`src/rtl/menu_controller_if.sv`:
```
// menu_controller_if: pushbutton/vsync inputs and display/playback outputs of the menu sequencer
//  master: button, song_done and vsync driver; reads screen, selection and song control
//  slave : menu_controller
interface menu_controller_if;
    logic       btn_up;
    logic       btn_down;
    logic       btn_select;
    logic       btn_back;
    logic       song_done;
    logic       vsync_in;
    logic [2:0] screen_out;
    logic [2:0] selection_out;
    logic [10:0] selector_y_out;
    logic       song_start;
    logic [2:0] song_id_out;
    modport master (
        output btn_up, btn_down, btn_select, btn_back, song_done, vsync_in,
        input  screen_out, selection_out, selector_y_out, song_start, song_id_out
    );
    modport slave (
        input  btn_up, btn_down, btn_select, btn_back, song_done, vsync_in,
        output screen_out, selection_out, selector_y_out, song_start, song_id_out
    );
endinterface

```
`src/rtl/menu_controller.sv`:
```
// menu_controller: button-driven menu FSM with frame-synchronous display outputs
//  clk_65mhz : pixel clock
//  reset     : asynchronous active-high reset
//  bus       : buttons, song_done, vsync_in in; screen/selection/selector_y, song_start/song_id out
module menu_controller #(
    parameter int SONG_ITEMS = 5,
    parameter int SEL_Y_BASE = 50,
    parameter int SEL_Y_STEP = 100
) (
    input logic             clk_65mhz,
    input logic             reset,
    menu_controller_if.slave bus
);
    typedef enum logic [1:0] {MAIN, SONG_MENU, KEYBOARD, PLAY} state_t;
    localparam logic [2:0] LAST = 3'(SONG_ITEMS - 1);
    state_t     state, state_n;
    logic [2:0] sel, sel_n, song_id, song_id_n;
    logic [2:0] screen, selection;
    logic [10:0] sel_y;
    logic       start, start_n;
    logic [3:0] btn, btn_prev, press;
    logic       vs_prev, frame_start;
    logic       up, dn, sl, bk;
    // button order {back, select, down, up}; history resets to 1 so a held button is not a press
    assign btn         = {bus.btn_back, bus.btn_select, bus.btn_down, bus.btn_up};
    assign press       = btn & ~btn_prev;
    assign up          = press[0] & ~press[1];
    assign dn          = press[1] & ~press[0];
    assign sl          = press[2];
    assign bk          = press[3];
    assign frame_start = vs_prev & ~bus.vsync_in;
    always_ff @(posedge clk_65mhz or posedge reset) begin
        if (reset) begin
            state    <= MAIN;
            sel      <= '0;
            song_id  <= '0;
            start    <= 1'b0;
            btn_prev <= '1;
            vs_prev  <= 1'b1;
        end else begin
            state    <= state_n;
            sel      <= sel_n;
            song_id  <= song_id_n;
            start    <= start_n;
            btn_prev <= btn;
            vs_prev  <= bus.vsync_in;
        end
    end
    // back outranks select, select outranks up/down; song_done only matters in PLAY
    always_comb begin
        state_n = state;
        sel_n   = sel;
        case (state)
            MAIN: begin
                if (!bk && sl) begin
                    state_n = sel[0] ? KEYBOARD : SONG_MENU;
                    sel_n   = '0;
                end else if (!bk && (up || dn)) begin
                    sel_n = {2'b00, ~sel[0]};
                end
            end
            SONG_MENU: begin
                if (bk) begin
                    state_n = MAIN;
                    sel_n   = '0;
                end else if (sl) begin
                    state_n = PLAY;
                end else if (up) begin
                    sel_n = (sel == 3'd0) ? LAST : sel - 3'd1;
                end else if (dn) begin
                    sel_n = (sel == LAST) ? 3'd0 : sel + 3'd1;
                end
            end
            KEYBOARD: begin
                if (bk) begin
                    state_n = MAIN;
                    sel_n   = '0;
                end
            end
            default: begin
                if (bk || bus.song_done) state_n = SONG_MENU;
            end
        endcase
    end
    always_comb begin
        start_n   = (state == SONG_MENU) && !bk && sl;
        song_id_n = start_n ? sel : song_id;
    end
    // display registers sample the pre-event state at frame start, so nothing changes mid-frame
    always_ff @(posedge clk_65mhz or posedge reset) begin
        if (reset) begin
            screen    <= '0;
            selection <= '0;
            sel_y     <= 11'(SEL_Y_BASE);
        end else if (frame_start) begin
            screen    <= {1'b0, state};
            selection <= sel;
            sel_y     <= 11'(SEL_Y_BASE + int'(sel) * SEL_Y_STEP);
        end
    end
    assign bus.screen_out     = screen;
    assign bus.selection_out  = selection;
    assign bus.selector_y_out = sel_y;
    assign bus.song_start     = start;
    assign bus.song_id_out    = song_id;
endmodule

```
`src/flat_wrapper.sv`:
```
// flat-port wrapper written by rule: the top's interface ports become plain ports
module menu_controller_flat 
#(
    parameter int SONG_ITEMS = 5,
    parameter int SEL_Y_BASE = 50,
    parameter int SEL_Y_STEP = 100
)
  (clk_65mhz, reset, bus_btn_up, bus_btn_down, bus_btn_select, bus_btn_back, bus_song_done, bus_vsync_in, bus_screen_out, bus_selection_out, bus_selector_y_out, bus_song_start, bus_song_id_out);
  menu_controller_if bus_i ();
  input logic clk_65mhz;
  input logic reset;
  input wire logic [$bits(bus_i.btn_up)-1:0] bus_btn_up;
  input wire logic [$bits(bus_i.btn_down)-1:0] bus_btn_down;
  input wire logic [$bits(bus_i.btn_select)-1:0] bus_btn_select;
  input wire logic [$bits(bus_i.btn_back)-1:0] bus_btn_back;
  input wire logic [$bits(bus_i.song_done)-1:0] bus_song_done;
  input wire logic [$bits(bus_i.vsync_in)-1:0] bus_vsync_in;
  output wire logic [$bits(bus_i.screen_out)-1:0] bus_screen_out;
  output wire logic [$bits(bus_i.selection_out)-1:0] bus_selection_out;
  output wire logic [$bits(bus_i.selector_y_out)-1:0] bus_selector_y_out;
  output wire logic [$bits(bus_i.song_start)-1:0] bus_song_start;
  output wire logic [$bits(bus_i.song_id_out)-1:0] bus_song_id_out;
  assign bus_i.btn_up = bus_btn_up;
  assign bus_i.btn_down = bus_btn_down;
  assign bus_i.btn_select = bus_btn_select;
  assign bus_i.btn_back = bus_btn_back;
  assign bus_i.song_done = bus_song_done;
  assign bus_i.vsync_in = bus_vsync_in;
  assign bus_screen_out = bus_i.screen_out;
  assign bus_selection_out = bus_i.selection_out;
  assign bus_selector_y_out = bus_i.selector_y_out;
  assign bus_song_start = bus_i.song_start;
  assign bus_song_id_out = bus_i.song_id_out;
  menu_controller #(.SONG_ITEMS(SONG_ITEMS), .SEL_Y_BASE(SEL_Y_BASE), .SEL_Y_STEP(SEL_Y_STEP)) u_core (.clk_65mhz(clk_65mhz), .reset(reset), .bus(bus_i));
endmodule
```
`config.mk`:
```
export PLATFORM = sky130hd
export DESIGN_NAME = menu_controller_flat
export DESIGN_NICKNAME = d
export VERILOG_FILES = /design/src/rtl/menu_controller_if.sv /design/src/rtl/menu_controller.sv /design/src/flat_wrapper.sv
export SDC_FILE = /design/constraint.sdc
export NUM_CORES = 1
export LEC_CHECK = 0
export BUFFER_PORTS_ARGS = -buffer_cell sky130_fd_sc_hd__buf_2
export CAP_MARGIN = 20
export CORE_MARGIN = 1
export CORE_UTILIZATION = 30
export CTS_CLUSTER_DIAMETER = 200
export DETAILED_ROUTE_END_ITERATION = 12
export PLACE_DENSITY = 0.61
export SLEW_MARGIN = 0
export SYNTH_ARGS = -nofsm -noshare
export SYNTH_HDL_FRONTEND = slang
export SYNTH_SLANG_ARGS = --single-unit
export TNS_END_PERCENT = 100
```
`constraint.sdc`:
```
create_clock -name clk_65mhz -period 2 [get_ports clk_65mhz]
set_input_delay 0.5 -clock clk_65mhz [delete_from_list [all_inputs] [get_ports clk_65mhz]]
set_output_delay 0.5 -clock clk_65mhz [all_outputs]
set_load 0.005 [all_outputs]
```
-- Word-level counts from Yosys, hierarchy flattened
Index checks and enable logic that the tools add are counted.
- multipliers: 1
- equal/unequal tests: 9
- bitwise gates (word level): 9
- multiplexer cells: 17
- $add $sub $neg: 3
- reductions and logical operators: 13
- operators with widths (kind ; number):
    3-bit two-way mux ; 9
    2-bit two-way mux ; 6
    7-bit by 11-bit adder with 11-bit output (first input constant) ; 1
    3-bit one-hot mux with 3 select lines ; 1
    3-bit by 5-bit multiplier with 8-bit output (second input constant) ; 1
    3-bit by 1-bit != test with 1-bit output (second input constant) ; 2
    2-bit one-hot mux with 3 select lines ; 1
    5-bit AND reduction ; 1
    4-bit bitwise AND ; 1
    1-bit logical AND ; 4
    2-bit by 1-bit != test with 1-bit output (second input constant) ; 2
    4-bit by 1-bit != test with 1-bit output (second input constant) ; 1
    1-bit inverter ; 4
    4-bit inverter ; 1
    4-bit AND reduction ; 1
    4-bit nonzero test ; 1
    3-bit by 1-bit adder with 3-bit output (second input constant) ; 1
    1-bit bitwise AND ; 3
    3-bit == test (second input constant) ; 1
    3-bit zero test ; 1
    3-bit by 2-bit != test with 1-bit output (second input constant) ; 1
    3-bit nonzero test ; 1
    3-bit by 1-bit subtractor with 3-bit output (second input constant) ; 1
    2-bit by 1-bit == test with 1-bit output (second input constant) ; 1
    4 further kinds ; 5
- register bits: 30
- word-level logic and storage cells: 61
- output and inout port bits: 21

-- Depth between registers and ports, before layout
Gate-level depths: netlist of the first run.
- depth after elaboration: 9
- gate-level depth with buffers: 8

-- Worst setup path after synthesis of the first run
No wires, ideal clock.
- kind: input to register
- from: input port bus_btn_up
- to: register u_core.sel[0]
- required time: 1875 ps
- setup time: 125 ps
- path slack: 100 ps
- stages on the path: 6
- data arrival time: 1775 ps
- cells stage by stage: nor2b_1 -> ha_1 -> and2_1 -> a211oi_2 -> and3_4 -> mux2_4
- longest elaborated chain between the ends: 7
- elaborated cells between the ends (all ways): 13
- RTL lines (item ; line ; text):
    start: declaration ; flat_wrapper.sv:12 ; input wire logic [$bits(bus_i.btn_up)-1:0] bus_btn_up;
    4-bit bitwise AND * ; menu_controller.sv:26 ; assign press = btn & ~btn_prev;
    1-bit inverter ; menu_controller.sv:28 ; assign dn = press[1] & ~press[0];
    1-bit bitwise AND ; menu_controller.sv:28 ;
    1-bit logical OR ; menu_controller.sv:58 ; end else if (!bk && (up || dn)) begin
    1-bit logical AND ; menu_controller.sv:58 ;
    3-bit by 1-bit != test with 1-bit output (no line) ; -- ;
    5-bit AND reduction (no line) ; -- ;
    end signal: assignment ; menu_controller.sv:42 ; sel <= sel_n;
    end: declaration ; menu_controller.sv:17 ; logic [2:0] sel, sel_n, song_id, song_id_n;
Mark *: on every way between the ends. The rest lies on a longest branch, timed or not. The select of a mux whose other input is x is not followed.
A chain may end at the register's enable or synchronous reset.

-- Worst setup path in the final report of the first run
- from: register u_core.btn_prev[1]
- to: register u_core.sel[0]
- longest elaborated chain between the ends: 8
- elaborated cells between the ends (all ways): 14
- RTL lines (item ; line ; text):
    start: declaration ; menu_controller.sv:21 ; logic [3:0] btn, btn_prev, press;
    start signal: assignment ; menu_controller.sv:45 ; btn_prev <= btn;
    4-bit inverter * ; menu_controller.sv:26 ;
    4-bit bitwise AND * ; menu_controller.sv:26 ;
    1-bit inverter ; menu_controller.sv:27 ; assign up = press[0] & ~press[1];
    1-bit bitwise AND ; menu_controller.sv:27 ;
    3-bit two-way mux / 1-bit logical OR (equally long branches) ; menu_controller.sv:68, menu_controller.sv:58 ;
    3-bit two-way mux / 1-bit logical AND (equally long branches) ; menu_controller.sv:66, menu_controller.sv:58 ;
    3-bit two-way mux / 3-bit by 1-bit != test with 1-bit output (equally long branches) ; -- ;
    3-bit one-hot mux with 3 select lines / 5-bit AND reduction (equally long branches) ; -- ;
Marked as above.

==> results of run 1 <==
power groups by stage:
| stage | Combinational [uW] | Clock [uW] | Sequential (uW) |
|---|---|---|---|
| after global routing | 1350 | 466 | 857 |
| after CTS | 1200 | 452 | 833 |
| after detailed placement | 1200 | 0 | 844 |
| after global placement | 1180 | 0 | 836 |
| final | 1180 | 438 | 828 |
| after floorplan | 852 | 0 | 840 |
state kept, by name (all words and copies together) (netlist names):
name,cells
u_core.bus.selector_y_out,7
u_core.btn_prev,4
u_core.sel,3
u_core.state,2
u_core.vs_prev,1
u_core.bus.selection_out,3
u_core.bus.screen_out,2
u_core.bus.song_id_out,3
u_core.bus.song_start,1
worst max-delay path, delay by kind of cell, from the launching register on:
family,cells,cell delay (ns)
simple gates,3,0.49
fa+ha+maj,1,0.22
compound gates,1,0.21
mux,1,0.29
flops,1,0.52
cell usage after synthesis (all sizes together) (2+ instances only):
cell and instances:
a21oi 4, buf 8, clkbuf 3, conb 2, dfrtp 19, dfstp 7
ha 15, inv 12, mux2 2, mux2i 3, nand2 19, nand2b 4
nand3 2, nor2 6, nor2b 3, o2111ai 2, o21ai 15, xnor2 3
xor2 3
worst paths after layout:
path,end,slack (ns),from
worst max-delay path,u_core.sel[0],0.15,u_core.btn_prev[1]
worst min-delay path,u_core.sel[1],0.26,reset
worst max register to register,u_core.sel[0],0.15,u_core.btn_prev[1]
worst min register to register,u_core.bus.selector_y_out[4],0.48,u_core.bus.selector_y_out[4]
max in group asynchronous,u_core.bus.selector_y_out[4],1.45,reset
min in group clk_65mhz,u_core.vs_prev,0.32,bus_vsync_in
metrics by stage:
step	power (uW)	std cells	cell area, sq um
global placement	2020	235	1680
finish	2440	239	1750
CTS	2480	239	1750
detailed placement	2040	235	1680
global route	2670	239	1750
floorplan	1690	148	1490
cells by family (layout without fill, tap and decap cells):
logic type | count (synthesis) | count (layout) | share of synthesized area
compound gates | 30 | 30 | 0.138
xor+xnor | 6 | 6 | 0.0353
fa+ha+maj | 15 | 15 | 0.126
buf+inv | 23 | 47 | 0.0739
flops | 26 | 26 | 0.442
mux | 5 | 5 | 0.0403
other cells | 2 | 3 | 0.00504
simple gates | 40 | 40 | 0.139
routing by layer:
metal  share of wire  routed length (um)  up-vias  track usage
met5               0                   0        -            0
met4           0.011                  29        0       0.0392
met3           0.040                 104        5       0.0347
met2            0.45                1160       22        0.182
met1            0.50                1300      452        0.139
li1                -                   -      531            -
area by class of cell:
class | count | area share
Clock buffer | 3 | 0.0235
Tap cell | 67 | 0.0478
Sequential cell | 26 | 0.376
Multi-Input combinational cell | 99 | 0.413
Inverter | 12 | 0.0257
Timing Repair Buffer | 31 | 0.0970
Clock inverter | 1 | 0.0171
==> impl_results.md, run 1 <==
- Global-route usage over all layers: 0.111
- Final weighted congestion in routability-driven placement: 0.777
- Filler cell count: 513
- Clock network fraction of design power: 0.179
- Final cycle utilization of the critical path: 0.924
- Count of state elements after synthesis: 26
- Post-layout net count: approximately 200
- Worst EP required: between 2 and 2.5 ns
- Fraction of final layout cells with drive strength greater than 1: 0.291
- Maximum number of buffers from clock root to sink: 2
- Kind of start point of the critical path: register
- Die boundary height: between 70 and 80 um
- Detailed placement HPWL: 1.96 mm
- Sink Count: 26
- Remaining routing DRC violations: 0
- Pin count of the biggest net entering global routing: 27
- Number of hold violations in the final report: 0
- Minimum setup slack in the final design: approximately 0.15 ns
- CTS Hold Bufs: 0
- Synth unique cells: 37
- Diode insertion count for antenna repair: 0
- Count of flip-flops with a built-in enable after synthesis: 0
- Delay of the slowest critical-path stage: between 0.5 and 0.6 ns
- Number of cell instances on the worst register-to-register path: 6
- Reg power frac: 0.339
- Area contributors post-synth: dfrtp_1 32%, ha_1 13%, dfstp_2 12%, o21ai_0 5.0%, nand2_1 4.8%
- Via density: 4.23
- P per Cell Area: about 1400 nW/um^2
- Switching power share of the total: 0.355
- Buffers on Ports: 25
- Top-area cell type share of the netlist area: 0.319
- Post-synth design cell area: 1490 sq um
- Syn Inst Count: 147
- Antenna violations before repair: 0
- Worst-margin pin slew: slightly above 0.7 ns
- Width of the die: 72.5 um
- Via Count: 1010
- Num CTS Buffers: 3
- Result of the run: complete, no violations
- Cell type with the largest total area after synthesis: dfrtp_1
- Part of the power in combinational logic: 0.482
- Clock tree from TritonCTS: built
- Cell breakdown of the critical path: nand2b_1 -> ha_1 -> and2_1 -> a211oi_2 -> and3_4 -> mux2_4
- Area added between synthesis and finish: 17.7%
- CP arrival: 2.01 ns
- Type of the worst setup path: reg2reg
- Final number of max-transition violations: 0
- Clock edge transition at the registers on the reported setup and hold paths: 0.09 ns
- Max-cap violations: 0
- Proportion of synthesized chip area in sequential cells: 0.442
- Clock Latency Late Sink: 0.27 ns
- Final global-route overflow total: 0
- Average cell area after synthesis: 10.1 sq um
- Peak clock frequency supported by timing: 0.541 GHz
- Number of nets still failing antenna checks after routing: 0
- Total core area: about 4800 sq um
- Footprint of the multi-input gates: 724 sq um
- Crit path max-delay cell type: dfstp_2
- Switching power: 868 uW
- Setup repair after global routing missed its margin: no
- Minimum clock period after layout: 1.85 ns
- Number of H-tree levels: 1
- Placement Setup Slack: -0.0392 ns
- First-pass GRT wire length: 4.43 mm
- Routed wire length: 2.59 mm
- Most frequent standard cell in the layout excluding fill and tap cells: buf_2
- Element type at the critical path end: register
- Utilization after layout: 0.369
- Final hold slack: 0.259 ns
- Max VDD drop: 0.543 mV
- Count of synthesis-stage warnings from yosys: 0
- Min-Delay Path Class: in2async
- Register area: 659 sq um
- Post-synthesis async set-or-reset flop share: 1.00
- Root buffer cell: clkbuf_8
- Post-CTS resize count: 0
- Top fanout value on the critical path: 2
- Average wire per cell in the routed design: 10.8 um
- P_int: around 1600 uW
- Number of violations reported at the end of detailed-routing iteration 0: 36
- Leakage power of the design: between 0.0008 and 0.0009 uW
- Total I/O pin count: 29
- Max transition margin: 0.530
- Skew final: about 0.0032 ns
- Starting utilization of the core area: 0.313
- Number of detailed-route iterations in the first pass: 4
- Setup TNS: 0 ns
- Number of global-route vias before repair: 982
- Number of post-CTS setup repair buffers: 0
- Commonest cells after routing, fill and taps aside: 25 x buf_2, 19 x nand2_1, 19 x dfrtp_1
- Standard-cell rows: 25
- Die Footprint: 5250 sq um
- Count of final setup violators: 0
- Most common flop cell mapped by yosys: dfrtp_1
Power figures use the tool's default switching activity.
==> run 2, diff against run 1 <==
clock period = 2.36 ns   (was 2 ns; I/O delays follow)
==> impl_results.md, run 2 (synthesized netlist as in run 1, its figures left out) <==
- Post-CTS resize count: 0
- Global-route usage over all layers: 0.105
- Detailed placement HPWL: 1.87 mm
- Via Count: 1006
- Element type at the critical path end: register
- Average wire per cell in the routed design: 10.9 um
- Footprint of the multi-input gates: 724 sq um
- Commonest cells after routing, fill and taps aside: 25 x buf_2, 19 x nand2_1, 19 x dfrtp_1
- Min-Delay Path Class: in2async
- Fraction of final layout cells with drive strength greater than 1: 0.269
- Filler cell count: 512
- Pin count of the biggest net entering global routing: 27
- Number of detailed-route iterations in the first pass: 4
- Maximum number of buffers from clock root to sink: 2
- Final global-route overflow total: 0
- Most frequent standard cell in the layout excluding fill and tap cells: buf_2
- Antenna violations before repair: 0
- Number of post-CTS setup repair buffers: 0
- Register area: 659 sq um
- Number of H-tree levels: 1
- Max VDD drop: just over 0.5 mV
- Via density: 4.30
- Final number of max-transition violations: 0
- Number of violations reported at the end of detailed-routing iteration 0: 47
- Minimum clock period after layout: 1.90 ns
- Max reg flops: 7
- Remaining routing DRC violations: 0
- Post-layout net count: 191
- Number of placed cells counting well taps: 230
- Number of hold violations in the final report: 0
- Minimum setup slack in the final design: 0.463 ns
- Result of the run: complete, no violations
- Count of final setup violators: 0
- Width of the die: 72.5 um
- Total I/O pin count: 29
- Type of the worst setup path: reg2reg
- Top fanout value on the critical path: 3
- Num CTS Buffers: 3
- Number of nets still failing antenna checks after routing: 0
- Leakage power of the design: 0.000848 uW
- Worst-margin pin slew: 0.700 ns
- Final cycle utilization of the critical path: 0.804
- Clock edge transition at the registers on the reported setup and hold paths: 0.09 ns
- Starting utilization of the core area: 0.313
- Design Power: between 2000 and 2500 uW
- Die Footprint: 5250 sq um
- Final weighted congestion in routability-driven placement: 0.757
- Clock Latency Late Sink: 0.27 ns
- Buffers on Ports: 25
- Setup repair after global routing missed its margin: no
- First-pass GRT wire length: 4.32 mm
- Diode insertion count for antenna repair: 0
- Sink Count: 26
- Number of global-route vias before repair: 935
- Peak clock frequency supported by timing: 0.527 GHz
- P per Cell Area: 1180 nW/um^2
- Die boundary height: 72.5 um
- Area added between synthesis and finish: 15.2%
- Worst EP required: 2.52 ns
- CP arrival: approximately 2.1 ns
- Placement Setup Slack: slightly below 0.2 ns
- Setup TNS: 0 ns
- Number of cells in the finished layout apart from fillers: 234
- Max transition margin: 0.533
- Clock tree from TritonCTS: built
- Routed wire length: 2.56 mm
- Skew final: 0.00299 ns
- Kind of start point of the critical path: register
- CTS Hold Bufs: 0
- Total core area: 4750 sq um
- Root buffer cell: clkbuf_8
- Standard-cell rows: 25
- Max-cap violations: 0
[run 2: worst paths after layout]
path,end,slack [ns],from,cells after the start
setup reg to reg,u_core.sel[0],0.46,u_core.btn_prev[1],6
hold reg to reg,u_core.bus.selection_out[2],0.48,u_core.bus.selection_out[2],2
min in group clk_65mhz,u_core.vs_prev,0.41,bus_vsync_in,1
hold / removal,u_core.state[1],0.35,reset,3
max in group asynchronous,u_core.bus.selector_y_out[5],1.72,reset,3
setup / recovery,u_core.sel[0],0.46,u_core.btn_prev[1],6
[run 2: where the power goes]
part	internal (uW)	switching, uW
sequential	607	111
clock	227	146
combinational	458	480
total	1290	737
[run 2: worst max-delay path: stages (launching register included)]
cell	delay, ns
dfstp_2	0.52
nand2b_1	0.11
ha_1	0.22
and2_1	0.19
a211oi_2	0.22
and3_4	0.23
mux2_4	0.29
[run 2: area by class of cell]
class / count / share of cell area
multi-input cells: 99 / 0.422
flip-flops and latches: 26 / 0.384
repair buffers: 26 / 0.0773
well taps: 67 / 0.0488
inverters: 12 / 0.0262
clock buffers: 3 / 0.0241
clock inverters: 1 / 0.0175
[run 2: routing by layer]
metal,routed length (um),vias up,share of wire,GRT usage
met5,0,-,0,0
met4,10,0,0.0039,0.0240
met3,116,3,0.045,0.0333
met2,1160,22,0.45,0.165
met1,1270,454,0.50,0.140
li1,-,527,-,-
[run 2: stage by stage]
step                cell area [sq um]  hold WS, ns   util
floorplan                        1490        0.470      -
global placement                 1650        0.457  0.346
detailed placement               1650        0.466  0.346
CTS                              1720        0.357  0.361
global route                     1720        0.371  0.361
finish                           1720        0.350  0.361
==> run 3, diff against run 2 <==
clock period = 1.9 ns   (was 2.36 ns; I/O delays follow)
==> impl_results.md, run 3 (synthesized netlist as in run 1, its figures left out) <==
- Number of placed cells counting well taps: 237
- Via density: between 4 and 5
- CP arrival: 2.01 ns
- Leakage power of the design: 0.000894 uW
- Final cycle utilization of the critical path: 0.971
- Remaining routing DRC violations: 0
- Switching power: 944 uW
- Origin of the critical flop-to-flop path: u_core.btn_prev[1]
- Starting utilization of the core area: 0.313
- Number of cell instances on the worst register-to-register path: 6
- Die Footprint: approximately 5300 sq um
- Via Count: 1040
- Cell breakdown of the critical path: nand2b_4 -> ha_1 -> and2_4 -> a211oi_2 -> and3_4 -> mux2_4
- Skew final: 0.00525 ns
- Total I/O pin count: 29
- Number of nets still failing antenna checks after routing: 0
- Global-route usage over all layers: 0.117
- Result of the run: complete, no violations
- Worst-margin pin slew: between 0.6 and 0.7 ns
- Max reg flops: 7
- Buffers on Ports: 25
- Count of final setup violators: 0
- Number of cells in the finished layout apart from fillers: 241
- Total core area: 4750 sq um
- Element type at the critical path end: register
- Number of hold violations in the final report: 0
- Pin count of the biggest net entering global routing: 27
- Utilization after layout: 0.377
- Final weighted congestion in routability-driven placement: 0.736
- Commonest cells after routing, fill and taps aside: 25 x buf_2, 19 x nand2_1, 19 x dfrtp_1
- Max transition margin: 0.554
- Top fanout value on the critical path: 2
- Max-cap violations: 0
- Number of detailed-route iterations in the first pass: 4
- Type of the worst setup path: reg2reg
- Cell area reported after detailed placement: about 1700 sq um
- Area added between synthesis and finish: 20.2%
- P_int: 1700 uW
- Clock tree from TritonCTS: built
- Post-layout net count: ~200
- Destination of the worst register-to-register timing path: u_core.sel[0]
- Die boundary height: 72.5 um
- Peak clock frequency supported by timing: 0.542 GHz
- Minimum clock period after layout: 1.85 ns
- Maximum number of buffers from clock root to sink: 2
- Average wire per cell in the routed design: 11.0 um
- Fraction of final layout cells with drive strength greater than 1: 0.322
- Setup TNS: 0 ns
- Setup repair after global routing missed its margin: yes
- M1 WL: 1.25 mm
- Number of violations reported at the end of detailed-routing iteration 0: 26
- Root buffer cell: clkbuf_8
- Switching power share of the total: 0.357
- Worst EP required: approximately 2.1 ns
- Sink Count: 26
- Num CTS Buffers: 3
- Clock network fraction of design power: 0.175
- Standard-cell rows: 25
- Worst-case register-to-register setup slack: 0.05 ns
- Final design instance area without fill: about 1800 sq um
- Number of H-tree levels: 1
- First-pass GRT wire length: about 4.8 mm
- Design Power: 2640 uW
- Antenna violations before repair: 0
- Final number of max-transition violations: 0
- Met2 wirelength from detailed routing: 1.25 mm
- Crit path max-delay cell type: dfstp_2
- Critical Path Start: u_core.btn_prev[1]
- Max VDD drop: 0.695 mV
- Clock Latency Late Sink: 0.27 ns
- Detailed placement HPWL: 2.03 mm
- Number of global-route vias before repair: 1079
- Delay of the slowest critical-path stage: roughly 0.52 ns
- Diode insertion count for antenna repair: 0
- Top routing layer used: met4
- P per Cell Area: roughly 1500 nW/um^2
- Most frequent standard cell in the layout excluding fill and tap cells: buf_2
- Part of the power in combinational logic: 0.492
- Post-CTS resize count: 0
- Routed wire length: approximately 2.7 mm
- Reg power frac: 0.333
- Kind of start point of the critical path: register
- Width of the die: ~72 um
- Min-Delay Path Class: in2async
- Number of post-CTS setup repair buffers: 0
- Final global-route overflow total: 0
- Met3 wire length: 144 um
- CTS Hold Bufs: 0
- Clock edge transition at the registers on the reported setup and hold paths: ~0.09 ns
## run 3: cell count changes in the layout (fill, tap and decap cells not counted)
| cell | previous run | this run |
|---|---|---|
| a2111oi_4 | 0 | 1 |
| buf_4 | 1 | 8 |
| inv_1 | 12 | 10 |
| nand2b_4 | 0 | 1 |
| and2_1 | 1 | 0 |
| and2_4 | 0 | 1 |
| nand2b_1 | 4 | 3 |
| inv_2 | 0 | 2 |
| a2111oi_2 | 1 | 0 |
## run 3: critical path: cells and delay by family (launching register included)
family / cells / cell delay (ns)
adders and majority gates: 1 / 0.23
and+or+nand+nor: 3 / 0.48
AOI/OAI and AO/OA: 1 / 0.21
muxes: 1 / 0.29
DFF: 1 / 0.52
## run 3: through the flow
stage / worst slack [ns] / hold slack, ns
floorplan: 0.0249 / 0.470
global placement: -0.0931 / 0.457
detailed placement: -0.136 / 0.465
CTS: 0.0206 / 0.245
global route: -0.0132 / 0.289
finish: 0.0549 / 0.231
## run 3: routing by layer
metal	global-route usage	vias to the layer above
met5	0	-
met4	0.0261	0
met3	0.0333	2
met2	0.200	29
met1	0.145	474
li1	-	535
## run 3: final cells by class
cell class              instances  area [sq um]
fillers                       500          2960
multi-input cells              99           747
flip-flops and latches         26           659
repair buffers                 33           185
well taps                      67          83.8
inverters                      12          45.0
clock buffers                   3          41.3
clock inverters                 1          30.0
## run 3: how the worst max path moves through the flow
stage	depth (start not counted)	end	slack, ns
3_3_place_gp	7	u_core.sel[0]	-0.09
4_1_cts	6	u_core.sel[0]	0.02
2_1_floorplan	6	u_core.sel[0]	0.02
6_report	6	u_core.sel[0]	0.05
3_5_place_dp	7	u_core.sel[0]	-0.14
5_1_grt	6	u_core.sel[0]	-0.01
## run 3: power by group through the flow
stage,clock (uW),sequential [uW],combinational (uW)
3_3_place_gp,0,879,1270
6_report,462,878,1300
2_1_floorplan,0,884,897
4_1_cts,476,883,1290
3_5_place_dp,0,895,1280
5_1_grt,493,907,1480
